**config.mk**
```make
export PLATFORM = sky130hd
export DESIGN_NAME = pulse_detect_multi
export DESIGN_NICKNAME = d
export VERILOG_FILES = /design/src/rtl/pulse_detect_multi.sv
export SDC_FILE = /design/constraint.sdc
export NUM_CORES = 1
export LEC_CHECK = 0
export ABC_AREA = 1
export CORE_MARGIN = 1
export CORE_UTILIZATION = 47
export DETAILED_ROUTE_END_ITERATION = 16
export PLACE_DENSITY = 0.75
export SLEW_MARGIN = 20
export SYNTH_ARGS = -nofsm -noshare
export SYNTH_HDL_FRONTEND = slang
export SYNTH_SLANG_ARGS = --single-unit
```
**constraint.sdc**
```tcl
create_clock -name clk -period 1.2 [get_ports clk]
set_input_delay 0.12 -clock clk [delete_from_list [all_inputs] [get_ports clk]]
set_output_delay 0.12 -clock clk [all_outputs]
set_load 0.005 [all_outputs]
```
**src/rtl/pulse_detect_multi.sv**
```systemverilog
// Multi-channel edge detector: per-channel synchronizer, glitch filter, mode-selected
// one-cycle event pulse, and saturating event counter with sticky overflow.
module pulse_detect_multi #(
  parameter int unsigned CH          = 4,
  parameter int unsigned SYNC_STAGES = 2,
  parameter int unsigned FILT_LEN    = 3,
  parameter int unsigned CNT_W       = 8
) (
  input  logic                clk,
  input  logic                rst,
  input  logic [CH-1:0]       sig_in,
  input  logic [2*CH-1:0]     mode,
  input  logic                clr_cnt,
  output logic [CH-1:0]       filt_lvl,
  output logic [CH-1:0]       pulse_out,
  output logic [CH*CNT_W-1:0] evt_cnt,
  output logic [CH-1:0]       ovf
);

  localparam int unsigned FC_W = $clog2(FILT_LEN + 1);
  localparam logic [FC_W-1:0]  FC_LAST = FC_W'(FILT_LEN - 1);
  localparam logic [CNT_W-1:0] CNT_MAX = '1;

  localparam logic [1:0] MODE_RISE = 2'b00;
  localparam logic [1:0] MODE_FALL = 2'b01;
  localparam logic [1:0] MODE_BOTH = 2'b10;

  logic [SYNC_STAGES-1:0][CH-1:0] sync_q, sync_d;
  logic [CH-1:0][FC_W-1:0]        fc_q, fc_d;
  logic [CH-1:0]                  filt_q, filt_d;
  logic [CH-1:0]                  lvl_dly_q, lvl_dly_d;
  logic [CH-1:0]                  pulse_q, pulse_d;
  logic [CH-1:0][CNT_W-1:0]       cnt_q, cnt_d;
  logic [CH-1:0]                  ovf_q, ovf_d;

  logic [CH-1:0] sync_o;
  logic [CH-1:0] rise_c, fall_c;

  assign sync_o = sync_q[SYNC_STAGES-1];
  assign rise_c = filt_q & ~lvl_dly_q;
  assign fall_c = ~filt_q & lvl_dly_q;

  // Next-state: synchronizer shift, filter, edge qualification, counters.
  always_comb begin
    sync_d    = {sync_q[SYNC_STAGES-2:0], sig_in};
    fc_d      = fc_q;
    filt_d    = filt_q;
    lvl_dly_d = filt_q;
    pulse_d   = '0;
    cnt_d     = cnt_q;
    ovf_d     = ovf_q;

    for (int i = 0; i < int'(CH); i++) begin
      if (sync_o[i] == filt_q[i]) begin
        fc_d[i] = '0;
      end else if (fc_q[i] == FC_LAST) begin
        filt_d[i] = sync_o[i];
        fc_d[i]   = '0;
      end else begin
        fc_d[i] = fc_q[i] + FC_W'(1);
      end

      // Events come only from a filtered-level transition, so a stale level never pulses.
      pulse_d[i] = (rise_c[i] && ((mode[2*i +: 2] == MODE_RISE) || (mode[2*i +: 2] == MODE_BOTH)))
                || (fall_c[i] && ((mode[2*i +: 2] == MODE_FALL) || (mode[2*i +: 2] == MODE_BOTH)));

      // Clear wins over saturation, but a coincident event is still counted.
      if (clr_cnt) begin
        cnt_d[i] = pulse_d[i] ? CNT_W'(1) : '0;
        ovf_d[i] = 1'b0;
      end else if (pulse_d[i]) begin
        if (cnt_q[i] == CNT_MAX) begin
          ovf_d[i] = 1'b1;
        end else begin
          cnt_d[i] = cnt_q[i] + CNT_W'(1);
        end
      end
    end
  end

  // State registers with synchronous reset.
  always_ff @(posedge clk) begin
    if (rst) begin
      sync_q    <= '0;
      fc_q      <= '0;
      filt_q    <= '0;
      lvl_dly_q <= '0;
      pulse_q   <= '0;
      cnt_q     <= '0;
      ovf_q     <= '0;
    end else begin
      sync_q    <= sync_d;
      fc_q      <= fc_d;
      filt_q    <= filt_d;
      lvl_dly_q <= lvl_dly_d;
      pulse_q   <= pulse_d;
      cnt_q     <= cnt_d;
      ovf_q     <= ovf_d;
    end
  end

  assign filt_lvl  = filt_q;
  assign pulse_out = pulse_q;
  assign evt_cnt   = cnt_q;
  assign ovf       = ovf_q;

endmodule

```
# Word level (Yosys, flattened, before mapping)
# Cells that the tools add are included.
[word_totals]
ff_bits = 64
in_bits = 15
output_inout_bits = 44
wordCells = 121
[classes]
addsub = 8
eq_ne = 24
n_mux = 16
bitwise_logic = 8
reduce_logical = 45
[op_table]
columns = ["operator", "count"]
rows = [
  ["$mux 8", 12],
  ["$add 8x1->8 const B", 4],
  ["$eq 8x8->1 const B", 4],
  ["$reduce_and 2->1", 12],
  ["$eq 2x2->1 const B", 8],
  ["$logic_or 1x1->1", 12],
  ["$reduce_or 3->1", 4],
  ["$add 2x1->2 const B", 4],
  ["$and 4x4->4", 2],
  ["$eq 2x1->1 const B", 4],
  ["$logic_and 1x1->1", 8],
  ["$logic_not 2->1", 4],
  ["$ne 2x2->1 const B", 4],
  ["$not 4->4", 2],
  ["$reduce_bool 2->1", 4],
  ["$eq 1x1->1", 4],
  ["$mux 1", 4],
  ["$not 1->1", 4],
  ["$reduce_or 2->1", 1],
]

# Longest topological paths before layout
# Gate-level depths: netlist of the first run.
[depth]
ltp_word = 6
ltp_mapped = 11
mapped_depth_nobuf = 11

# Worst setup path after synthesis of the first run
# OpenSTA, ideal clock, no wires.
[synth_path]
path_type = "register -> register"
startpoint = "register cnt_q, in the netlist evt_cnt[16]"
endpoint = "register cnt_q, in the netlist evt_cnt[18]"
setup_time_ns = 0.118
arrival_time_ns = 1.171
required_time_ns = 1.082
slack_ns = -0.089
stages_incl_launch_ff = 9
n_path_buf = 0
synth_period_minus_slack_ns = 1.289
path_cell_list = "dfxtp_1 -> ha_1 -> nand2_2 -> nor2_4 -> nand2_2 -> nand2_4 -> nand2_2 -> nand2_1 -> a21oi_2"
[synth_between]
elab_chain_cells = 4
elab_cells_between_ends = 7
classes_between = "1 x add/sub; 2 x eq/ne; 3 x mux; 1 x reduce/logical"
[synth_rtl]
columns = ["element", "line_no", "text"]
rows = [
  ["start: declaration", "33", "logic [CH-1:0][CNT_W-1:0] cnt_q, cnt_d;"],
  ["start signal: assignment", "97", "cnt_q <= cnt_d;"],
  ["$add 8x1->8", "75", "cnt_d[i] = cnt_q[i] + CNT_W'(1);"],
  ["$mux 8", "72", "if (cnt_q[i] == CNT_MAX) begin"],
  ["$mux 8", "71", "end else if (pulse_d[i]) begin"],
  ["$mux 8", "68", "if (clr_cnt) begin"],
]
# Several ways; a longest one is shown, not always the timed one. The select of a mux whose other input is x is not followed.
# A chain may end at the register's enable or synchronous reset.

# Worst setup path after layout of the first run
[layout_path]
startpoint = "register cnt_q, in the netlist evt_cnt[16]"
endpoint = "register cnt_q, in the netlist evt_cnt[22]"
# Same word-level chain as after synthesis.

==> results of run 1 <==
-- metal layers --
layer | GRT usage [%] | share of wire, %
met1 | 29.3 | 41
met2 | 42.6 | 51
met3 | 5.11 | 4.7
met4 | 15.7 | 3.4
met5 | 0 | 0
-- cell type report --
cell class / count / area [µm²] / share of cell area [%]
clock inverter: 6 / 68.8 / 1.36
inverter: 81 / 314 / 6.23
clock buffer: 10 / 138 / 2.73
sequential: 64 / 1340 / 26.5
tap: 77 / 96.3 / 1.91
multi-input combinational: 286 / 2040 / 40.5
timing repair buffer: 124 / 1050 / 20.8
-- worst paths after layout --
path,from,endpoint,slack [ps],cells past startpoint
max reg2reg,evt_cnt[16]$_SDFFE_PP0P_,evt_cnt[22]$_SDFFE_PP0P_,-120,9
min reg2reg,sync_d[7]$_SDFF_PP0_,sync_o[3]$_SDFF_PP0_,400,2
max,evt_cnt[16]$_SDFFE_PP0P_,evt_cnt[22]$_SDFFE_PP0P_,-120,9
min,sig_in[2],sync_d[6]$_SDFF_PP0_,280,3
-- worst max-delay path: cells and delay by family (launching register included) --
kind	cells	cell delay, ps
flip-flops	1	350
AO/OA/AOI/OAI	1	60
adder cells (fa/ha/maj)	1	130
AND/OR/NAND/NOR	6	580
buffers and inverters	1	100
-- power groups by stage --
stage / Combinational, µW / Sequential, µW / Clock (µW)
global placement: 293 / 2210 / 0
detailed placement: 301 / 2220 / 0
floorplan: 150 / 2220 / 0
global route: 402 / 2160 / 2070
CTS: 323 / 2160 / 1940
finish: 366 / 2160 / 1950
-- timing repair --
item,4_1_cts,5_1_grt
cloned,0,1
setup buffers,26,6
endpoints found under the setup margin,74,43
resized for setup,119,81
pin swaps,28,34
-- flip-flops by register name, summed over array words and instances (netlist names) --
signal and flops:
evt_cnt 32, fc_q 8, filt_lvl 4, lvl_dly_q 4, ovf 4, pulse_out 4
sync_d 4, sync_o 4
-- kinds of logic after synthesis --
logic type / after synthesis
DFF: 64
buffers and inverters: 87
and+or+nand+nor: 204
adders and majority gates: 16
AOI/OAI and AO/OA: 65
-- metrics by stage --
step	worst slack, ps	area [µm²]
6_report	-119	5040
5_1_grt	-163	5040
4_1_cts	-72.0	4720
3_5_place_dp	-478	4170
3_3_place_gp	-424	4170
2_1_floorplan	9.01	3250
-- cells in the final DEF (no fill, tap or decap), types with 5 or more instances in the layout --
cell                               n
sky130_fd_sc_hd__o21ai_1          11
sky130_fd_sc_hd__clkdlybuf4s50_1   8
sky130_fd_sc_hd__nor2_4            8
sky130_fd_sc_hd__nand2_2          15
sky130_fd_sc_hd__a21oi_1          17
sky130_fd_sc_hd__nand3_2          13
sky130_fd_sc_hd__nor2_1           42
sky130_fd_sc_hd__buf_4            63
sky130_fd_sc_hd__clkbuf_8         10
sky130_fd_sc_hd__a21oi_2          22
sky130_fd_sc_hd__ha_4              7
sky130_fd_sc_hd__ha_1              9
sky130_fd_sc_hd__dfxtp_2          33
sky130_fd_sc_hd__nor2_2           10
sky130_fd_sc_hd__nand2_1          48
sky130_fd_sc_hd__dlygate4sd2_1    34
sky130_fd_sc_hd__dfxtp_1          27
sky130_fd_sc_hd__inv_1            65
sky130_fd_sc_hd__clkdlybuf4s15_1   9
sky130_fd_sc_hd__dlymetal6s2s_1    5
sky130_fd_sc_hd__nand2_4          17
sky130_fd_sc_hd__inv_2            13
sky130_fd_sc_hd__nand3_1          33
sky130_fd_sc_hd__o21ai_0           6
==> results.sh, run 1 <==
export IMPL_status="finished with violations"
export IMPL_violations="negative setup slack"
export IMPL_clk_pin_slew_ps=80
export IMPL_mappedNetlistArea_um2=3210
export IMPL_crit_type="flip-flop to flip-flop"
export IMPL_skew_ps=10.9
export IMPL_syn_avg_cell_area_um2=7.36
export IMPL_crit_path_cell_trace="buf_6 > ha_4 > nand2_4 > nor2_4 > nand2_4 > nand2_8 > nand2_4 > nand2_2 > a21oi_2"
export IMPL_synthTopCellsByCount="sky130_fd_sc_hd__inv_1 (72), sky130_fd_sc_hd__dfxtp_1 (64), sky130_fd_sc_hd__nand2_1 (62)"
export IMPL_power_net_switching_uw=1150
export IMPL_initial_core_util_pct=49.7
export IMPL_worst_path_max_delay_cell="sky130_fd_sc_hd__dfxtp_2"
export IMPL_synth_top_cell_area_share_pct=39.9
export IMPL_critical_path_max_stage_delay_ps=350
export IMPL_max_slew_worst_pin_slew_ps=398
export IMPL_design_final_nets=597
export IMPL_asyncSetResetFlopFracSynth_pct=0
export IMPL_crit_arrival_ps=1570
export IMPL_final_fill_count=432
export IMPL_largest_family_of_logic_cells_by_synthesized_area="simple AND/OR/NAND/NOR gates"
export IMPL_synth_enable_flop_cells=0
export IMPL_postRouteWirelength_um=9260
export IMPL_hold_class="input pin to flip-flop"
export IMPL_detail_route_iter0_violations=165
export IMPL_synth_simple_gate_area_share_pct=32.1
export IMPL_worstSkewPairLatency_ps=360
export IMPL_clock_tree_from_tritoncts="yes"
export IMPL_h_tree_depth=3
export IMPL_finalCritPeriodShare_pct=110
export IMPL_gpl_final_weighted_congestion=0.873
export IMPL_post_synth_mux_area_share_pct=0
export IMPL_grt_max_degree=14
export IMPL_port_buffers=58
export IMPL_ys_ff_latch=64
export IMPL_clock_power_share_pct=43.6
export IMPL_timing_final_ws_setup_ps=-119
export IMPL_whs_ps=276
export IMPL_setup_tns_final_ps=-1710
export IMPL_dieHeight_um=84.6
export IMPL_p_seq_share_pct=48.2
export IMPL_yosys_area_share_adder_pct=6.24
export IMPL_globalRoute_totalOverflow=0
export IMPL_synth_largest_area_cell="sky130_fd_sc_hd__dfxtp_1"
export IMPL_via_count=3382
export IMPL_drc_errors=0
export IMPL_chipWidth_um=84.6
export IMPL_diodes=0
export IMPL_clkSinkCount=64
export IMPL_layout_area_overhead_pct=57.2
export IMPL_minimum_clock_period_ps=1320
export IMPL_peakVddDrop_v=0.000831
export IMPL_final_setup_viol_count=28
export IMPL_cell_with_the_most_instances_after_synthesis="sky130_fd_sc_hd__inv_1"
export IMPL_critical_path_endpoint_type="flip-flop"
export IMPL_placed_cells=601
export IMPL_power_leakage_uw=0.00231
export IMPL_ios=59
export IMPL_core_region_area_um2=6460
export IMPL_synth_top_flop_cell="sky130_fd_sc_hd__dfxtp_1"
export IMPL_final_max_slew_violation_count=0
export IMPL_ys_warn_count=0
export IMPL_critical_path_startpoint_type="flip-flop"
export IMPL_fmaxAchievable_ghz=0.758
export IMPL_power_switching_share_pct=25.7
export IMPL_synth_compound_gate_area_share_pct=11.2
export IMPL_synth_area_top_cells="sky130_fd_sc_hd__dfxtp_1 (40%), sky130_fd_sc_hd__inv_1 (8.4%), sky130_fd_sc_hd__nand3_1 (7.5%)"
export IMPL_share_of_cells_above_drive_strength_1_pct=42.6
export IMPL_synthXorXnorAreaFrac_pct=0
export IMPL_crit_fanout=6
export IMPL_cap_violations=0
export IMPL_fin_util_pct=78.1
export IMPL_cpMostUsedCell="sky130_fd_sc_hd__nand2_4"
export IMPL_number_of_rows_created_at_floorplan=29
export IMPL_combPwrFrac_pct=8.2
export IMPL_pwr_density_cell_nw_per_um2=888
export IMPL_hold_viol=0
export IMPL_finalPower_uw=4480
export IMPL_avgRoutedWirePerCell_um=14.3
export IMPL_cts_root_buf="sky130_fd_sc_hd__clkbuf_8"
export IMPL_critical_path_required_ps=1450
export IMPL_yosys_cell_types_count=25
export IMPL_timing_max_slew_rel_slack_pct=73.5
export IMPL_hpwlAfterDp_um=5470
export IMPL_max_clock_path_buffers=2
export IMPL_synth_seq_area_share_pct=39.9
export IMPL_syn_nets=467
export IMPL_internal_power_uw=3330
export IMPL_first_global_vias=3270
export IMPL_grt_antenna_before_repair=0
export IMPL_postCtsHoldBufs=0
export IMPL_rsz0062_at_grt="true"
export IMPL_first_pass_iters=7
export IMPL_routed_via_density=5.22
export IMPL_final_instance_count_excl_fill=648
export IMPL_grt_usage_pct=25.2
export IMPL_grt_first_pass_wirelength_um=14300
export IMPL_number_of_routed_nets_with_antenna_violations=0
export IMPL_die_area_um2=7160
export IMPL_tritoncts_num_buffers=9
export IMPL_post_synth_inst_count=436
Power figures use the tool's default switching activity.
==> inputs of run 2 (changes only) <==
--- a/config.mk
+++ b/config.mk
@@ -5,9 +5,8 @@
 export SDC_FILE = /design/constraint.sdc
 export NUM_CORES = 1
 export LEC_CHECK = 0
-export ABC_AREA = 1
 export CORE_MARGIN = 1
-export CORE_UTILIZATION = 47
+export CORE_UTILIZATION = 46
 export DETAILED_ROUTE_END_ITERATION = 16
 export PLACE_DENSITY = 0.75
 export SLEW_MARGIN = 20
==> run 2 against run 1 <==
Against the previous run: the flow still finishes with violations (negative setup slack); via count is 6.6% higher; final area is 8.2% higher; critical path depth is 4 lower; critical endpoint is now evt_cnt[18]$_SDFFE_PP0P_; highest routed layer unchanged.
==> results.sh, run 2 <==
export IMPL_cts_root_buf="sky130_fd_sc_hd__clkbuf_8"
export IMPL_synthTopCellsByCount="sky130_fd_sc_hd__dfxtp_1 (64), sky130_fd_sc_hd__nor2_1 (29), sky130_fd_sc_hd__nand2_1 (20)"
export IMPL_ys_warn_count=0
export IMPL_first_global_vias=3293
export IMPL_cap_violations=0
export IMPL_crit_arrival_ps=1910
export IMPL_status="finished with violations"
export IMPL_finalCritPeriodShare_pct=135
export IMPL_hold_viol=0
export IMPL_hold_class="input pin to flip-flop"
export IMPL_grt_first_pass_wirelength_um=15000
export IMPL_power_leakage_uw=0.00227
export IMPL_drc_errors=0
export IMPL_max_clock_path_buffers=2
export IMPL_worstSkewPairLatency_ps=350
export IMPL_grt_max_degree=14
export IMPL_minimum_clock_period_ps=1620
export IMPL_timing_final_ws_setup_ps=-417
export IMPL_synth_largest_area_cell="sky130_fd_sc_hd__dfxtp_1"
export IMPL_number_of_routed_nets_with_antenna_violations=0
export IMPL_tritoncts_num_buffers=9
export IMPL_clk_pin_slew_ps=80
export IMPL_grt_usage_pct=29.6
export IMPL_syn_avg_cell_area_um2=9.12
export IMPL_core_region_area_um2=5990
export IMPL_design_area_um2=5460
export IMPL_synth_enable_flop_cells=0
export IMPL_asyncSetResetFlopFracSynth_pct=0
export IMPL_largest_register_ffs=32
export IMPL_design_final_nets=542
export IMPL_synth_top_cell_area_share_pct=44.2
export IMPL_critical_path_startpoint_type="flip-flop"
export IMPL_number_of_rows_created_at_floorplan=28
export IMPL_routed_via_density=6.10
export IMPL_crit_type="flip-flop to flip-flop"
export IMPL_gpl_final_weighted_congestion=0.846
export IMPL_skew_ps=8.65
export IMPL_share_of_cells_above_drive_strength_1_pct=56.0
export IMPL_initial_core_util_pct=48.4
export IMPL_clkSinkCount=64
export IMPL_mappedNetlistArea_um2=2900
export IMPL_ios=59
export IMPL_timing_max_slew_rel_slack_pct=76.4
export IMPL_die_area_um2=6620
export IMPL_fmaxAchievable_ghz=0.618
export IMPL_avgRoutedWirePerCell_um=22.1
export IMPL_layout_commonest_cell="sky130_fd_sc_hd__buf_4"
export IMPL_h_tree_depth=3
export IMPL_chipWidth_um=81.4
export IMPL_critical_path_endpoint_type="flip-flop"
export IMPL_post_synth_inst_count=318
export IMPL_synth_top_flop_cell="sky130_fd_sc_hd__dfxtp_1"
export IMPL_syn_nets=349
export IMPL_hpwlAfterDp_um=5600
export IMPL_final_setup_viol_count=46
export IMPL_detail_route_iter0_violations=183
export IMPL_rsz0062_at_grt="true"
export IMPL_placed_cells=539
export IMPL_final_max_slew_violation_count=0
export IMPL_synth_seq_area_share_pct=44.2
export IMPL_dieHeight_um=81.4
export IMPL_first_pass_iters=5
export IMPL_ys_ff_latch=64
export IMPL_port_buffers=58
export IMPL_diodes=0
export IMPL_placedInstanceArea_um2=4440
export IMPL_whs_ps=315
export IMPL_max_slew_worst_pin_slew_ps=354
export IMPL_most_common_layout_cells="sky130_fd_sc_hd__buf_4 (103), sky130_fd_sc_hd__buf_6 (35), sky130_fd_sc_hd__dfxtp_2 (25)"
export IMPL_postRouteWirelength_um=13100
export IMPL_cell_with_the_most_instances_after_synthesis="sky130_fd_sc_hd__dfxtp_1"
export IMPL_crit_fanout=5
export IMPL_finalPower_uw=4510
export IMPL_final_instance_count_excl_fill=591
export IMPL_via_count=3605
export IMPL_pwr_density_cell_nw_per_um2=827
export IMPL_critical_path_required_ps=1490
export IMPL_clock_tree_from_tritoncts="yes"
export IMPL_violations="negative setup slack"
export IMPL_grt_antenna_before_repair=0
export IMPL_peakVddDrop_v=0.000812
export IMPL_globalRoute_totalOverflow=0
export IMPL_layout_area_overhead_pct=88.2
export IMPL_yosys_cell_types_count=50
export IMPL_final_fill_count=253
export IMPL_synth_area_top_cells="sky130_fd_sc_hd__dfxtp_1 (44%), sky130_fd_sc_hd__ha_1 (6.9%), sky130_fd_sc_hd__nor2_1 (3.8%)"
run 2: cell types whose count changed in the layout (fill, tap and decap cells not counted), sizes merged, moves of 18 or more:
| cell | change |
|---|---|
| nand2 | -64 |
| dlygate4sd2 | -18 |
| nor2 | -31 |
| nand3 | -39 |
| a21oi | -20 |
| inv | -65 |
| buf | +75 |
run 2: path summary, 6_finish.rpt:
kind / startpoint / endpoint / slack [ps] / depth (start not counted)
min: sig_in[2] / sync_d[6]$_SDFF_PP0_ / 320 / 2
max: evt_cnt[17]$_SDFFE_PP0P_ / evt_cnt[18]$_SDFFE_PP0P_ / -420 / 5
max reg2reg: evt_cnt[17]$_SDFFE_PP0P_ / evt_cnt[18]$_SDFFE_PP0P_ / -420 / 5
min reg2reg: fc_q[6]$_SDFF_PP0_ / fc_q[6]$_SDFF_PP0_ / 390 / 1
run 2: final cells by class:
| type | count | area (µm²) | area share (%) |
|---|---|---|---|
| Sequential cell | 64 | 1370 | 25.1 |
| Clock buffer | 10 | 149 | 2.73 |
| Inverter | 14 | 67.6 | 1.24 |
| Multi-Input combinational cell | 228 | 2040 | 37.4 |
| Tap cell | 75 | 93.8 | 1.72 |
| Timing Repair Buffer | 194 | 1660 | 30.5 |
| Clock inverter | 6 | 73.8 | 1.35 |
run 2: through the flow:
| stage | util [%] | setup WS, ps | setup TNS (ps) |
|---|---|---|---|
| floorplan | - | -356 | -3040 |
| global placement | 74.1 | -882 | -25310 |
| detailed placement | 74.1 | -934 | -26880 |
| CTS | 84.4 | -283 | -4940 |
| global route | 91.1 | -481 | -10530 |
| finish | 91.1 | -417 | -8620 |
run 2: cell families (layout without fill, tap and decap cells):
| kind of cell | count (synthesis) | after routing | share of synthesized area, % |
|---|---|---|---|
| AO/OA/AOI/OAI | 73 | 73 | 17.6 |
| XOR/XNOR | 4 | 4 | 1.21 |
| adder cells (fa/ha/maj) | 16 | 16 | 6.91 |
| buffers and inverters | 26 | 224 | 3.93 |
| flip-flops | 64 | 64 | 44.2 |
| multiplexers | 5 | 5 | 1.73 |
| AND/OR/NAND/NOR | 130 | 130 | 24.5 |
run 2: where the power goes:
part | internal, µW | switching [µW]
registers | 2100 | 9.00
clock network | 1110 | 1000
logic | 142 | 142
total | 3360 | 1150
run 2: repair_timing:
item,4_1_cts,5_1_grt
gates resized for setup,156,99
setup buffers,25,18
hold buffers,0,0
endpoints found under the setup margin,84,72
pin swaps,34,36
endpoints found under the hold margin,0,0
run 2: critical path, stage by stage (launching register included):
cell and delay, ps:
sky130_fd_sc_hd__dfxtp_2 370, sky130_fd_sc_hd__ha_4 150, sky130_fd_sc_hd__and4_4 250, sky130_fd_sc_hd__nand4_1 270
sky130_fd_sc_hd__a311oi_1 360, sky130_fd_sc_hd__a41o_1 150
run 2: routing by layer:
| layer | GRT usage (%) | routed length, µm | vias up |
|---|---|---|---|
| met5 | 0 | 0 | - |
| met4 | 12.7 | 692 | 0 |
| met3 | 7.19 | 933 | 74 |
| met2 | 54.5 | 6670 | 222 |
| met1 | 31.8 | 4770 | 1748 |
| li1 | - | - | 1561 |
==> inputs of run 3 (changes only) <==
--- a/config.mk
+++ b/config.mk
@@ -6,9 +6,9 @@
 export NUM_CORES = 1
 export LEC_CHECK = 0
 export CORE_MARGIN = 1
-export CORE_UTILIZATION = 46
+export CORE_UTILIZATION = 44
 export DETAILED_ROUTE_END_ITERATION = 16
-export PLACE_DENSITY = 0.75
+export PLACE_DENSITY = 0.72
 export SLEW_MARGIN = 20
 export SYNTH_ARGS = -nofsm -noshare
 export SYNTH_HDL_FRONTEND = slang
==> run 3 against run 2 <==
Against the previous run: the run still ends with negative setup slack left; total power fell by 9.6%; clock skew rose by 4.4 ps; combinational power fell by 8.1%; fmax rose by 5.4%; critical path type is now input pin to flip-flop; largest power group is now sequential cells; highest routed layer unchanged.
==> results.sh, run 3 (synthesis gave the netlist of run 2 again) <==
export IMPL_via_count=3143
export IMPL_chipWidth_um=83.2
export IMPL_max_clock_path_buffers=2
export IMPL_reg2reg_depth=5
export IMPL_peakVddDrop_v=0.000910
export IMPL_violations="negative setup slack"
export IMPL_most_common_layout_cells="sky130_fd_sc_hd__buf_4 (81), sky130_fd_sc_hd__dfxtp_2 (29), sky130_fd_sc_hd__buf_6 (28)"
export IMPL_postCtsHoldBufs=0
export IMPL_worst_path_max_delay_cell="sky130_fd_sc_hd__or4_4"
export IMPL_clk_pin_slew_ps=70
export IMPL_skew_ps=13.1
export IMPL_final_max_slew_violation_count=0
export IMPL_critical_path_max_stage_delay_ps=540
export IMPL_grt_usage_pct=25.9
export IMPL_crit_fanout=5
export IMPL_first_global_vias=3208
export IMPL_register_area_um2=1360
export IMPL_crit_arrival_ps=1810
export IMPL_largest_register_ffs=32
export IMPL_minimum_clock_period_ps=1530
export IMPL_hold_viol=0
export IMPL_beginning_of_the_worst_hold_path="sig_in[0]"
export IMPL_layout_commonest_cell="sky130_fd_sc_hd__buf_4"
export IMPL_first_pass_iters=4
export IMPL_finalPower_uw=4080
export IMPL_worstSkewPairLatency_ps=350
export IMPL_dieHeight_um=83.2
export IMPL_h_tree_depth=3
export IMPL_cts_root_buf="sky130_fd_sc_hd__clkbuf_8"
export IMPL_status="finished with violations"
export IMPL_fin_util_pct=83.3
export IMPL_critical_path_reg2reg_endpoint="evt_cnt[7]$_SDFFE_PP0P_"
export IMPL_tritoncts_num_buffers=9
export IMPL_critical_path_reg2reg_startpoint="evt_cnt[1]$_SDFFE_PP0P_"
export IMPL_crit_type="input pin to flip-flop"
export IMPL_core_region_area_um2=6350
export IMPL_max_slew_worst_pin_slew_ps=412
export IMPL_crit_path_cell_trace="dlygate4sd2_1 > inv_1 > buf_4 > ha_1 > nor2_2 > o22a_4 > or4_4 > a21oi_2"
export IMPL_clkSinkCount=64
export IMPL_initial_core_util_pct=45.7
export IMPL_share_of_cells_above_drive_strength_1_pct=52.6
export IMPL_routed_via_density=5.52
export IMPL_rsz0062_at_grt="true"
export IMPL_die_area_um2=6920
export IMPL_detail_route_iter0_violations=119
export IMPL_hpwlAfterDp_um=5570
export IMPL_worstPathBufferInverterCount=3
export IMPL_critical_path_startpoint_type="input pin"
export IMPL_timing_max_slew_rel_slack_pct=72.3
export IMPL_cpLargestDelayFamily="simple AND/OR/NAND/NOR gates"
export IMPL_fmaxAchievable_ghz=0.652
export IMPL_critical_path_endpoint_type="flip-flop"
export IMPL_cap_violations=0
export IMPL_critical_path_required_ps=1470
export IMPL_grt_first_pass_wirelength_um=14500
export IMPL_final_setup_viol_count=33
export IMPL_multi_input_comb_area_um2=2050
export IMPL_number_of_rows_created_at_floorplan=29
export IMPL_port_buffers=58
export IMPL_hold_path_endpoint="sync_d[4]$_SDFF_PP0_"
export IMPL_layout_area_overhead_pct=82.6
export IMPL_postRouteWirelength_um=9780
export IMPL_gpl_final_weighted_congestion=0.851
export IMPL_final_fill_count=374
export IMPL_ios=59
export IMPL_hold_path_cell_count=2
export IMPL_number_of_routed_nets_with_antenna_violations=0
export IMPL_design_final_nets=518
export IMPL_grt_max_degree=15
export IMPL_globalRoute_totalOverflow=0
export IMPL_clock_tree_from_tritoncts="yes"
export IMPL_diodes=0
export IMPL_whs_ps=333
export IMPL_pwr_density_cell_nw_per_um2=771
export IMPL_power_leakage_uw=0.00219
export IMPL_drc_errors=0
export IMPL_finalCritPeriodShare_pct=128
export IMPL_regToRegSetupSlack_ps=-320
export IMPL_hold_class="input pin to flip-flop"
export IMPL_grt_antenna_before_repair=0
export IMPL_timing_final_ws_setup_ps=-334
export IMPL_avgRoutedWirePerCell_um=17.2
## run 3: changes by cell type in the layout (fill, tap and decap cells not counted), sizes merged, moves of 2 or more
cell           previous run  this run
buf                     141       114
clkdlybuf4s15            24        26
dlygate4sd2              16        21
inv                      16        14
## run 3: per-layer routing
layer	vias up	share of wire (%)	global-route usage, %
met2	84	52	46.4
li1	1515	-	-
met1	1525	41	30.5
met3	19	4.3	6.76
met5	-	0	0
met4	0	2.3	7.05
## run 3: how the worst max path moves through the flow
stage,startpoint,endpoint,slack (ps),depth (start not counted)
floorplan,evt_cnt[16]$_SDFFE_PP0P_,evt_cnt[23]$_SDFFE_PP0P_,-360,6
global placement,mode[6],evt_cnt[30]$_SDFFE_PP0P_,-870,7
detailed placement,mode[6],evt_cnt[30]$_SDFFE_PP0P_,-890,7
CTS,evt_cnt[16]$_SDFFE_PP0P_,evt_cnt[22]$_SDFFE_PP0P_,-280,5
global route,evt_cnt[1]$_SDFFE_PP0P_,evt_cnt[7]$_SDFFE_PP0P_,-400,5
finish,mode[0],evt_cnt[5]$_SDFFE_PP0P_,-330,8
## run 3: worst reg2reg max path: stages, from the launching register on
cell and delay (ps):
sky130_fd_sc_hd__dfxtp_4 360, sky130_fd_sc_hd__ha_4 160, sky130_fd_sc_hd__nand4_1 120, sky130_fd_sc_hd__nand4_1 160, sky130_fd_sc_hd__or4_1 530, sky130_fd_sc_hd__a21oi_1 130
## run 3: layout make-up
cell class	count	share of cell area, %
clock inverters	3	0.331
multi-input cells	228	38.7
inverters	14	1.28
flip-flops and latches	64	25.7
well taps	77	1.82
repair buffers	170	29.2
clock buffers	13	3.00
## run 3: metrics by stage
step / cell area (µm²) / worst slack, ps / cells / TNS, ps
floorplan: 3090 / -356 / 318 / -3040
global placement: 4410 / -872 / 532 / -25250
detailed placement: 4410 / -887 / 532 / -26600
CTS: 4920 / -276 / 562 / -4060
global route: 5290 / -395 / 569 / -7350
finish: 5290 / -334 / 569 / -5420
## run 3: power by group
| group | total [µW] | internal (µW) | leakage [µW] | switching [µW] |
|---|---|---|---|---|
| Combinational | 261 | 128 | 0.00156 | 132 |
| Clock | 1700 | 857 | 0.0000894 | 838 |
| Sequential | 2120 | 2110 | 0.000541 | 8.12 |
## run 3: what timing repair did
item                       in CTS  in global routing
gates resized for setup       145                 87
buffers inserted               16                  7
pin swaps                      29                 34
setup endpoints to repair      84                 67
